### config.mk
export PLATFORM = sky130hd
export DESIGN_NAME = boot_loader
export DESIGN_NICKNAME = d
export VERILOG_FILES = /design/src/rtl/boot_loader.sv
export SDC_FILE = /design/constraint.sdc
export NUM_CORES = 1
export LEC_CHECK = 0
export CORE_ASPECT_RATIO = 1.5
export CORE_MARGIN = 2
export CORE_UTILIZATION = 55
export DETAILED_ROUTE_END_ITERATION = 16
export GPL_ROUTABILITY_DRIVEN = 0
export PLACE_DENSITY = 0.9
export SYNTH_ARGS = -nofsm -noshare
export SYNTH_HDL_FRONTEND = slang
export SYNTH_SLANG_ARGS = --single-unit
### constraint.sdc
create_clock -name clk -period 3.9 [get_ports clk]
set_clock_uncertainty 0.15 [all_clocks]
set_input_delay 0.78 -clock clk [delete_from_list [all_inputs] [get_ports clk]]
set_output_delay 0.78 -clock clk [all_outputs]
set_load 0.01 [all_outputs]
### src/rtl/boot_loader.sv
// boot_loader
//   Receives a framed program image over an 8-bit valid/ready byte stream and
//   writes it word-by-word into the 16-bit instruction store, starting at
//   address 0. The core stays held in boot until a complete image with a
//   matching checksum has been written.
//
//   Frame: LEN_HI, LEN_LO, LEN x (HI, LO), CK
//     LEN = {LEN_HI[3:0], LEN_LO}. A nonzero LEN_HI[7:4] is a framing error.
//     CK  = mod-256 sum of every earlier byte in the frame.
//
// Ports
//   clk, rst          rising-edge clock, synchronous active-high reset
//   start             begin a load (honoured in IDLE / DONE / ERROR)
//   byte_valid/data   incoming stream byte
//   byte_ready        loader can take a byte this cycle
//   mem_we/addr/wdata registered instruction-store write port
//   bootstrapping     1 holds the core, 0 releases it (DONE only)
//   done / err        level status of the most recent load
module boot_loader #(
    parameter int ADDR_W = 12,
    parameter int DATA_W = 16
) (
    input  logic              clk,
    input  logic              rst,
    input  logic              start,
    input  logic              byte_valid,
    input  logic [7:0]        byte_data,
    output logic              byte_ready,
    output logic              mem_we,
    output logic [ADDR_W-1:0] mem_addr,
    output logic [DATA_W-1:0] mem_wdata,
    output logic              bootstrapping,
    output logic              done,
    output logic              err
);

    // Extra counter bit lets LEN = 4095 finish without the count wrapping.
    localparam int CNT_W = ADDR_W + 1;
    localparam int LEN_W = 12;

    typedef enum logic [2:0] {
        S_IDLE,
        S_LEN_HI,
        S_LEN_LO,
        S_DATA_HI,
        S_DATA_LO,
        S_CHECK,
        S_DONE,
        S_ERROR
    } state_t;

    state_t            state_q, state_d;
    logic [7:0]        acc_q, acc_d;
    logic [CNT_W-1:0]  cnt_q, cnt_d;
    logic [LEN_W-1:0]  len_q, len_d;
    logic [7:0]        hi_q, hi_d;
    logic              mem_we_q, mem_we_d;
    logic [ADDR_W-1:0] mem_addr_q, mem_addr_d;
    logic [DATA_W-1:0] mem_wdata_q, mem_wdata_d;
    logic              boot_q, boot_d;
    logic              done_q, done_d;
    logic              err_q, err_d;

    logic              xfer;
    logic [CNT_W-1:0]  cnt_inc;
    logic [7:0]        acc_sum;

    // Ready is a pure state decode, so it never depends on byte_valid.
    assign byte_ready = (state_q == S_LEN_HI)  || (state_q == S_LEN_LO) ||
                        (state_q == S_DATA_HI) || (state_q == S_DATA_LO) ||
                        (state_q == S_CHECK);

    assign xfer    = byte_valid && byte_ready;
    assign cnt_inc = cnt_q + 1'b1;
    assign acc_sum = acc_q + byte_data;

    always_comb begin
        state_d     = state_q;
        acc_d       = acc_q;
        cnt_d       = cnt_q;
        len_d       = len_q;
        hi_d        = hi_q;
        mem_we_d    = 1'b0;
        mem_addr_d  = mem_addr_q;
        mem_wdata_d = mem_wdata_q;
        boot_d      = boot_q;
        done_d      = done_q;
        err_d       = err_q;

        case (state_q)
            S_IDLE, S_DONE, S_ERROR: begin
                if (start) begin
                    state_d = S_LEN_HI;
                    acc_d   = '0;
                    cnt_d   = '0;
                    boot_d  = 1'b1;
                    done_d  = 1'b0;
                    err_d   = 1'b0;
                end
            end
            S_LEN_HI: begin
                if (xfer) begin
                    if (byte_data[7:4] != 4'h0) begin
                        state_d = S_ERROR;
                        err_d   = 1'b1;
                    end else begin
                        len_d[11:8] = byte_data[3:0];
                        acc_d       = acc_sum;
                        state_d     = S_LEN_LO;
                    end
                end
            end
            S_LEN_LO: begin
                if (xfer) begin
                    len_d[7:0] = byte_data;
                    acc_d      = acc_sum;
                    // Empty image goes straight to the checksum byte.
                    if ({len_q[11:8], byte_data} == '0) state_d = S_CHECK;
                    else                                state_d = S_DATA_HI;
                end
            end
            S_DATA_HI: begin
                if (xfer) begin
                    hi_d    = byte_data;
                    acc_d   = acc_sum;
                    state_d = S_DATA_LO;
                end
            end
            S_DATA_LO: begin
                if (xfer) begin
                    mem_we_d    = 1'b1;
                    mem_addr_d  = cnt_q[ADDR_W-1:0];
                    mem_wdata_d = {hi_q, byte_data};
                    cnt_d       = cnt_inc;
                    acc_d       = acc_sum;
                    // Old count == LEN-1 is the same as new count == LEN.
                    if (cnt_inc == CNT_W'(len_q)) state_d = S_CHECK;
                    else                          state_d = S_DATA_HI;
                end
            end
            S_CHECK: begin
                if (xfer) begin
                    if (byte_data == acc_q) begin
                        state_d = S_DONE;
                        done_d  = 1'b1;
                        boot_d  = 1'b0;
                    end else begin
                        state_d = S_ERROR;
                        err_d   = 1'b1;
                    end
                end
            end
            default: state_d = S_IDLE;
        endcase
    end

    always_ff @(posedge clk) begin
        if (rst) begin
            state_q     <= S_IDLE;
            acc_q       <= '0;
            cnt_q       <= '0;
            len_q       <= '0;
            hi_q        <= '0;
            mem_we_q    <= 1'b0;
            mem_addr_q  <= '0;
            mem_wdata_q <= '0;
            boot_q      <= 1'b1;
            done_q      <= 1'b0;
            err_q       <= 1'b0;
        end else begin
            state_q     <= state_d;
            acc_q       <= acc_d;
            cnt_q       <= cnt_d;
            len_q       <= len_d;
            hi_q        <= hi_d;
            mem_we_q    <= mem_we_d;
            mem_addr_q  <= mem_addr_d;
            mem_wdata_q <= mem_wdata_d;
            boot_q      <= boot_d;
            done_q      <= done_d;
            err_q       <= err_d;
        end
    end

    assign mem_we        = mem_we_q;
    assign mem_addr      = mem_addr_q;
    assign mem_wdata     = mem_wdata_q;
    assign bootstrapping = boot_q;
    assign done          = done_q;
    assign err           = err_q;

endmodule

Word-level counts from Yosys, hierarchy flattened
Cells that the tools add are included.

operators by class
  $add $sub $neg = 2
  multiply operators = 0
  div/mod/pow operators = 0
  order comparisons = 0
  eq/ne operators = 20
  shift operators = 0
  multiplexer cells = 33
  bitwise gates (word level) = 2
  reductions and logical operators = 24

operators with widths
  kind                     number
  $mux W8                  4
  $mux W3                  9
  $mux W13                 2
  $pmux W13 S2             1
  $pmux W8 S3              1
  $pmux W3 S6              1
  $ne A2 B2 Y1 const B     8
  $add A13 B1 Y13 const B  1
  $eq A13 B12 Y1           1
  $eq A3 B3 Y1 const B     4
  $logic_not A12 Y1        1
  $mux W1                  12
  $reduce_and A6 Y1        2
  $add A8 B8 Y8            1
  $eq A8 B8 Y1             1
  $eq A3 B2 Y1 const B     2
  $ne A2 B1 Y1 const B     3
  $reduce_and A2 Y1        3
  $reduce_and A3 Y1        2
  $reduce_bool A3 Y1       2
  $reduce_or A3 Y1         2
  $reduce_and A5 Y1        1
  $logic_or A1 B1 Y1       4
  $pmux W1 S2              2
  other kinds (9)          11

storage, ports and cells
  register bits after elaboration = 76
  latch bits = 0
  RAM bits = 0
  memory bits (read-only) = 0
  input port bits = 12
  output and inout port bits = 33
  logic and storage cells = 93
  memories kept = 0

Longest topological paths before layout
Gate-level depths: netlist of the first run.

  depth after elaboration = 8
  gate-level depth with buffers = 8
  gate-level depth less buffers = 8

Worst setup path after synthesis of the first run
Ideal clock, no wire load.

  path type = input -> register
  start = input byte_data[1]
  end = register acc_q[7]
  library setup time = 0.122 ns
  data arrival time = 2.486 ns
  required time = 3.628 ns
  slack = 1.142 ns
  stages = 7
  buffers on the path = 0
  cell sequence = ha_1 a21o_1 a211o_1 a2111oi_2 nor2_1 a41o_1 a311o_1

on the way
  word-level cells in the longest chain between the ends = 4
  elaborated cells between the ends (all ways) = 5
  those cells by class = add/sub (1); mux (4)

RTL lines
  item                  RTL line  text
  from (decl)           27        input logic [7:0] byte_data,
  $add A8 B8 Y8 *       75        assign acc_sum = acc_q + byte_data;
  $mux W8               103       if (byte_data[7:4] != 4'h0) begin
  $mux W8               102       if (xfer) begin
  $pmux W8 S3 *         90        case (state_q)
  to (signal assigned)  160       acc_q <= '0;
  to (signal assigned)  172       acc_q <= acc_d;
  to (decl)             53        logic [7:0] acc_q, acc_d;

Every way passes the cells marked *; elsewhere a longest branch is shown, timed or not. The select of a mux whose other input is x is not followed.
A chain may end at the register's enable or synchronous reset.

Final worst setup path of the first run
  start = input byte_data[0]
  end = register acc_q[7]

Same word-level chain as after synthesis.

==> results.toml, run 1 <==
[status]
status = "finished clean"

[yosys]
synth_top_area_share = 0.3949
ys_ff_latch = 76
syn_area_sq_um = 3852
yosysWarnings = 0
yosysMostFrequentCell = "nand2_1"
syn_inst = 492
async_flop_share = 0
synth_edf_count = 0
syn_nets = 513
ys_seq_area_frac = 0.3949
synth_common_cells = "nand2_1, a21oi_1, dfxtp_1"
synth_top_area_cell = "dfxtp_1"
syn_area_per_cell_sq_um = 7.830
synth_ff_type = "dfxtp_1"
synth.top_cells.by_area = "dfxtp_1, nand2_1, a21oi_1, nor2_1, xnor2_1"
synth_cell_types = 60

[place]
dpl_cell_area_sq_um = 4322
dp_hpwl_um = 6576
port_buffers = 44
placed_cells = 591

[floorplan]
die_area_sq_um = 7704
rows = 37
die_y_um = 106.5
ioPinCount = 45
die_w_um = 72.34
core_area_sq_um = 6805
initial_core_util = 0.5661

[grt]
grt_pass1_vias = 3647
grt_pass1_wl_um = 16410
grt_max_degree = 77
antenna_found_initial = 0
grtUsageTotal = 0.2682
gr-total-overflow = 0

[setup_path]
end_kind = "flip-flop"
path_max_fanout = 6
critPathLaunchType = "input port"
startpoint = "byte_data[0]"
cp_data_required_time_ns = 4.00
reg2reg_from = "cnt_q[0]$_SDFFE_PP0P_"
worstReg2RegEnd = "state_q[1]$_SDFFE_PP0P_"
critical_path.endpoint = "acc_q[7]$_SDFFE_PP0P_"
worstPathArrival_ns = 3.26
reg2reg_slack_ns = 1.19
r2r_cells = 7
crit_type = "input port to flip-flop"

[final_layout]
final-instance-count-excl-fill = 606
fin_nets = 545
syn_to_final_growth_pct = 17.70
final_cell_area_sq_um = 4534
finish.utilization = 0.6663
drive_gt1_frac = 0.07576
n_fill_cell = 537
n_antenna_cell = 0

[cts]
post_cts_buffers = 0
clkLatencyLatePin_ns = 0.36
cts-buffers-inserted = 9
postCtsHoldBufs = 0
cts_tree = "built"
cts_resized = 0
clock_path_buffers = 2
numClockSinks = 76
clkTransAtPathRegs_ns = 0.08
h-tree-depth = 3
root_buffer = "clkbuf_8"

[drt]
drt_pre_antenna_iters = 5
drcViolationCount = 0
wl_per_cell_um = 15.98
drt-initial-drc-count = 472
ant_nets = 0
vias = 3746
via_per_inst = 6.182
wirelength_um = 9684

[sta]
setup_viol = 0
worst-slew-pin-transition_ns = 0.7789
drv_slew = 0
max_freq_ghz = 0.3164
fin_crit_sh = 0.8103
rsz0062_at_grt = "no"
slew_headroom = 0.4808
final-hold-violation-count = 0
period_needed_ns = 3.160
whs_ns = 0.3042
tns_ns = 0

[power_and_ir_drop]
power.share.combinational = 0.144
powerDensity_nw_per_um2 = 380.2
internal_power_mw = 1.251
p_sw_uw = 473.0
clockPowerShare = 0.381
ir_drop_uv = 278.3
power_frac_seq = 0.476
leakage_nw = 1.663
sw_frac_of_total = 0.2744

[job]
drv_cap = 0

[hold_path]
hp-class = "flip-flop to flip-flop"
## worst max-delay path, stage by stage
cell and delay [ns]:
clkdlybuf4s50_1 0.55, ha_1 0.30, a21o_1 0.21, a211o_1 0.33, a2111oi_2 0.39, nor2_1 0.13, a41o_1 0.25, a311o_1 0.31
## how the worst min path moves through the flow
stage / from / end / cells after the start
after detailed placement: mem_addr[4]$_SDFFE_PP0P_ / mem_addr[4]$_SDFFE_PP0P_ / 2
after floorplan: hi_q[2]$_SDFFE_PP0P_ / mem_wdata[10]$_SDFFE_PP0P_ / 2
after global placement: mem_addr[6]$_SDFFE_PP0P_ / mem_addr[6]$_SDFFE_PP0P_ / 2
final: mem_addr[4]$_SDFFE_PP0P_ / mem_addr[4]$_SDFFE_PP0P_ / 2
after global routing: hi_q[0]$_SDFFE_PP0P_ / mem_wdata[8]$_SDFFE_PP0P_ / 2
after CTS: mem_addr[4]$_SDFFE_PP0P_ / mem_addr[4]$_SDFFE_PP0P_ / 2
## sequential cells by signal (all words and copies together), names as in the netlist
| signal | flops |
|---|---|
| acc_q | 8 |
| bootstrapping | 1 |
| mem_we | 1 |
| cnt_q | 13 |
| mem_wdata | 16 |
| len_q | 12 |
| hi_q | 8 |
| done | 1 |
| mem_addr | 12 |
| err | 1 |
| state_q | 3 |
## final cells by class
cell class,count,area (sq um),share of cell area
multi-input cells,377,2177,0.4801
flip-flops and latches,76,1521,0.3355
repair buffers,52,495.5,0.1093
clock buffers,9,123.9,0.02732
well taps,78,97.59,0.02152
clock inverters,6,88.84,0.01959
inverters,8,30.03,0.006623
## logic make-up (layout without fill, tap and decap cells)
logic type | count (synthesis) | after routing | share of synthesized area
buffers and inverters | 39 | 75 | 0.04124
AO/OA/AOI/OAI | 131 | 131 | 0.2062
flip-flops | 76 | 76 | 0.3949
adder cells (fa/ha/maj) | 9 | 9 | 0.03118
XOR/XNOR | 20 | 20 | 0.04547
multiplexers | 9 | 9 | 0.02468
AND/OR/NAND/NOR | 208 | 208 | 0.2563
## power by group through the flow
stage / clock network, mW / logic (mW) / registers [mW]
after floorplan: 0 / 0.174 / 0.828
after global placement: 0 / 0.234 / 0.836
after detailed placement: 0 / 0.242 / 0.837
after CTS: 0.666 / 0.244 / 0.819
after global routing: 0.693 / 0.274 / 0.823
final: 0.656 / 0.248 / 0.820
## stage by stage
step | setup slack [ns] | power, mW
finish | 0.7396 | 1.724
global route | 0.5855 | 1.790
CTS | 0.7985 | 1.729
detailed placement | 0.4235 | 1.079
global placement | 0.4622 | 1.070
floorplan | 1.142 | 1.002
## placed cells by master (no fill, tap or decap), types with 3 or more instances in the layout
master	synthesis	layout
a21oi_1	78	78
nor4_1	8	8
mux2i_1	5	5
dfxtp_1	76	76
mux2_2	4	4
or3_1	3	3
nand2_1	105	105
nor3_1	15	14
clkbuf_8	0	9
inv_1	8	8
ha_1	8	8
a31oi_1	3	3
nor2_1	36	36
a21o_1	6	6
nand3_1	12	12
nor3b_1	3	3
clkdlybuf4s50_1	0	43
buf_4	0	8
o21ai_0	14	14
xnor2_1	12	12
o21a_1	3	3
nand4_1	4	4
xor2_1	8	8
nor2b_1	3	3
and3_1	3	3
## layer usage
metal | vias up | routed length [um] | track usage
met5 | - | 0 | 0
met4 | 0 | 317 | 0.1375
met3 | 34 | 525 | 0.05687
met2 | 144 | 5077 | 0.4679
met1 | 1774 | 3763 | 0.2990
li1 | 1794 | - | -
No activity file was read; power rests on OpenSTA's default activity.
==> run 2: changes to the inputs <==
--- a/config.mk
+++ b/config.mk
@@ -7,10 +7,10 @@
 export LEC_CHECK = 0
 export CORE_ASPECT_RATIO = 1.5
 export CORE_MARGIN = 2
-export CORE_UTILIZATION = 55
+export CORE_UTILIZATION = 51
 export DETAILED_ROUTE_END_ITERATION = 16
 export GPL_ROUTABILITY_DRIVEN = 0
-export PLACE_DENSITY = 0.9
+export PLACE_DENSITY = 0.88
 export SYNTH_ARGS = -nofsm -noshare
 export SYNTH_HDL_FRONTEND = slang
 export SYNTH_SLANG_ARGS = --single-unit
==> constraint.sdc (replaced) <==
create_clock -name clk -period 2.6 [get_ports clk]
set_clock_uncertainty 0.15 [all_clocks]
set_input_delay 0.52 -clock clk [delete_from_list [all_inputs] [get_ports clk]]
set_output_delay 0.52 -clock clk [all_outputs]
set_load 0.01 [all_outputs]
==> results.toml, run 2 (synthesis gave the netlist of run 1 again) <==
[sta]
worst-slew-pin-transition_ns = 0.4658
period_needed_ns = 2.536
whs_ns = 0.3048
setup_viol = 0
slew_headroom = 0.6870
final-hold-violation-count = 0
drv_slew = 0
max_freq_ghz = 0.3943
rsz0062_at_grt = "no"
fin_crit_sh = 0.9753

[setup_path]
reg2reg_from = "acc_q[1]$_SDFFE_PP0P_"
end_kind = "flip-flop"
critPathLaunchType = "input port"
cp_data_required_time_ns = 2.69
path_max_fanout = 2
startpoint = "byte_data[4]"
worstPathArrival_ns = 2.63
crit_type = "input port to flip-flop"

[power_and_ir_drop]
power_frac_seq = 0.470
clockPowerShare = 0.356
p_total_mw = 2.623
sw_frac_of_total = 0.2884
power.share.combinational = 0.174
p_sw_uw = 756.5
leakage_nw = 1.859
internal_power_mw = 1.867
ir_drop_uv = 401.5
powerDensity_nw_per_um2 = 536.2

[floorplan]
initial_core_util = 0.5296
ioPinCount = 45
die_area_sq_um = 8280
rows = 38
die_y_um = 110.4
core_area_sq_um = 7274
die_w_um = 74.97

[final_layout]
n_fill_cell = 583
final-instance-count-excl-fill = 666
n_antenna_cell = 0
largest_register_ff_count = 16
final_cell_mix = "nand2_1, a21oi_1, dfxtp_1"
syn_to_final_growth_pct = 26.99
drive_gt1_frac = 0.1555
finish.utilization = 0.6725
final_common_cell = "nand2_1"
fin_nets = 582

[grt]
gr-total-overflow = 0
grt_pass1_vias = 3833
grt_pass1_wl_um = 17710
antenna_found_initial = 0
grt_max_degree = 47
grtUsageTotal = 0.2736

[drt]
vias = 3931
drt-initial-drc-count = 507
via_per_inst = 5.902
wl_per_cell_um = 15.89
wirelength_um = 10580
drcViolationCount = 0
ant_nets = 0
drt_pre_antenna_iters = 5

[cts]
cts_tree = "built"
clock_path_buffers = 2
clkTransAtPathRegs_ns = 0.08
root_buffer = "clkbuf_8"
clkLatencyLatePin_ns = 0.37
numClockSinks = 76
cts-buffers-inserted = 9
h-tree-depth = 3

[hold_path]
min-delay-start = "mem_addr[5]$_SDFFE_PP0P_"
hp-class = "flip-flop to flip-flop"

[place]
port_buffers = 44
dp_hpwl_um = 7483
placed_cells = 649

[job]
drv_cap = 0

[status]
status = "finished clean"
## run 2: path summary, 6_finish.rpt
kind | depth (start not counted) | endpoint | slack (ns)
min | 2 | mem_addr[5]$_SDFFE_PP0P_ | 0.30
max reg2reg | 7 | acc_q[7]$_SDFFE_PP0P_ | 0.17
max | 8 | acc_q[7]$_SDFFE_PP0P_ | 0.06
min reg2reg | 2 | mem_addr[5]$_SDFFE_PP0P_ | 0.30
## run 2: metrics by stage
stage | cell area [sq um] | setup WS (ns) | setup TNS, ns
floorplan | 3852 | 0.1019 | 0
global placement | 4632 | -0.4439 | -1.780
detailed placement | 4632 | -0.5242 | -2.484
CTS | 4873 | 0.02610 | 0
global route | 4892 | 0.009177 | 0
finish | 4892 | 0.06415 | 0
## run 2: area by class of cell
type	instances	area [sq um]	area share
clock buffers	11	141.4	0.02890
inverters	8	30.03	0.006138
well taps	100	125.1	0.02558
repair buffers	89	784.5	0.1604
clock inverters	5	60.06	0.01228
multi-input cells	377	2226	0.4550
flip-flops and latches	76	1525	0.3118
## run 2: layer usage
metal / GRT usage / routed length [um] / vias up
met5: 0 / 0 / -
met4: 0.1619 / 614 / 0
met3: 0.06204 / 596 / 57
met2: 0.4614 / 5555 / 192
met1: 0.2990 / 3815 / 1813
li1: - / - / 1869
## run 2: power by group through the flow
| stage | Combinational, mW | Clock [mW] | Sequential, mW |
|---|---|---|---|
| CTS | 0.442 | 0.940 | 1.23 |
| floorplan | 0.261 | 0 | 1.24 |
| detailed placement | 0.425 | 0 | 1.26 |
| global route | 0.493 | 0.992 | 1.24 |
| global placement | 0.406 | 0 | 1.25 |
| finish | 0.456 | 0.935 | 1.23 |
## run 2: critical path: stages
cell and delay [ns]:
clkdlybuf4s50_1 0.53, ha_1 0.27, inv_1 0.09, nor2_1 0.10
a2111oi_4 0.44, nor2_2 0.09, a41o_1 0.25, a311o_1 0.33
## run 2: what timing repair did
action	4_1_cts	5_1_grt
pin swaps	5	2
hold endpoints to repair	0	0
endpoints found under the setup margin	3	2
gates cloned	0	0
setup buffers	1	0
hold buffers	0	0
gates resized for setup	10	6
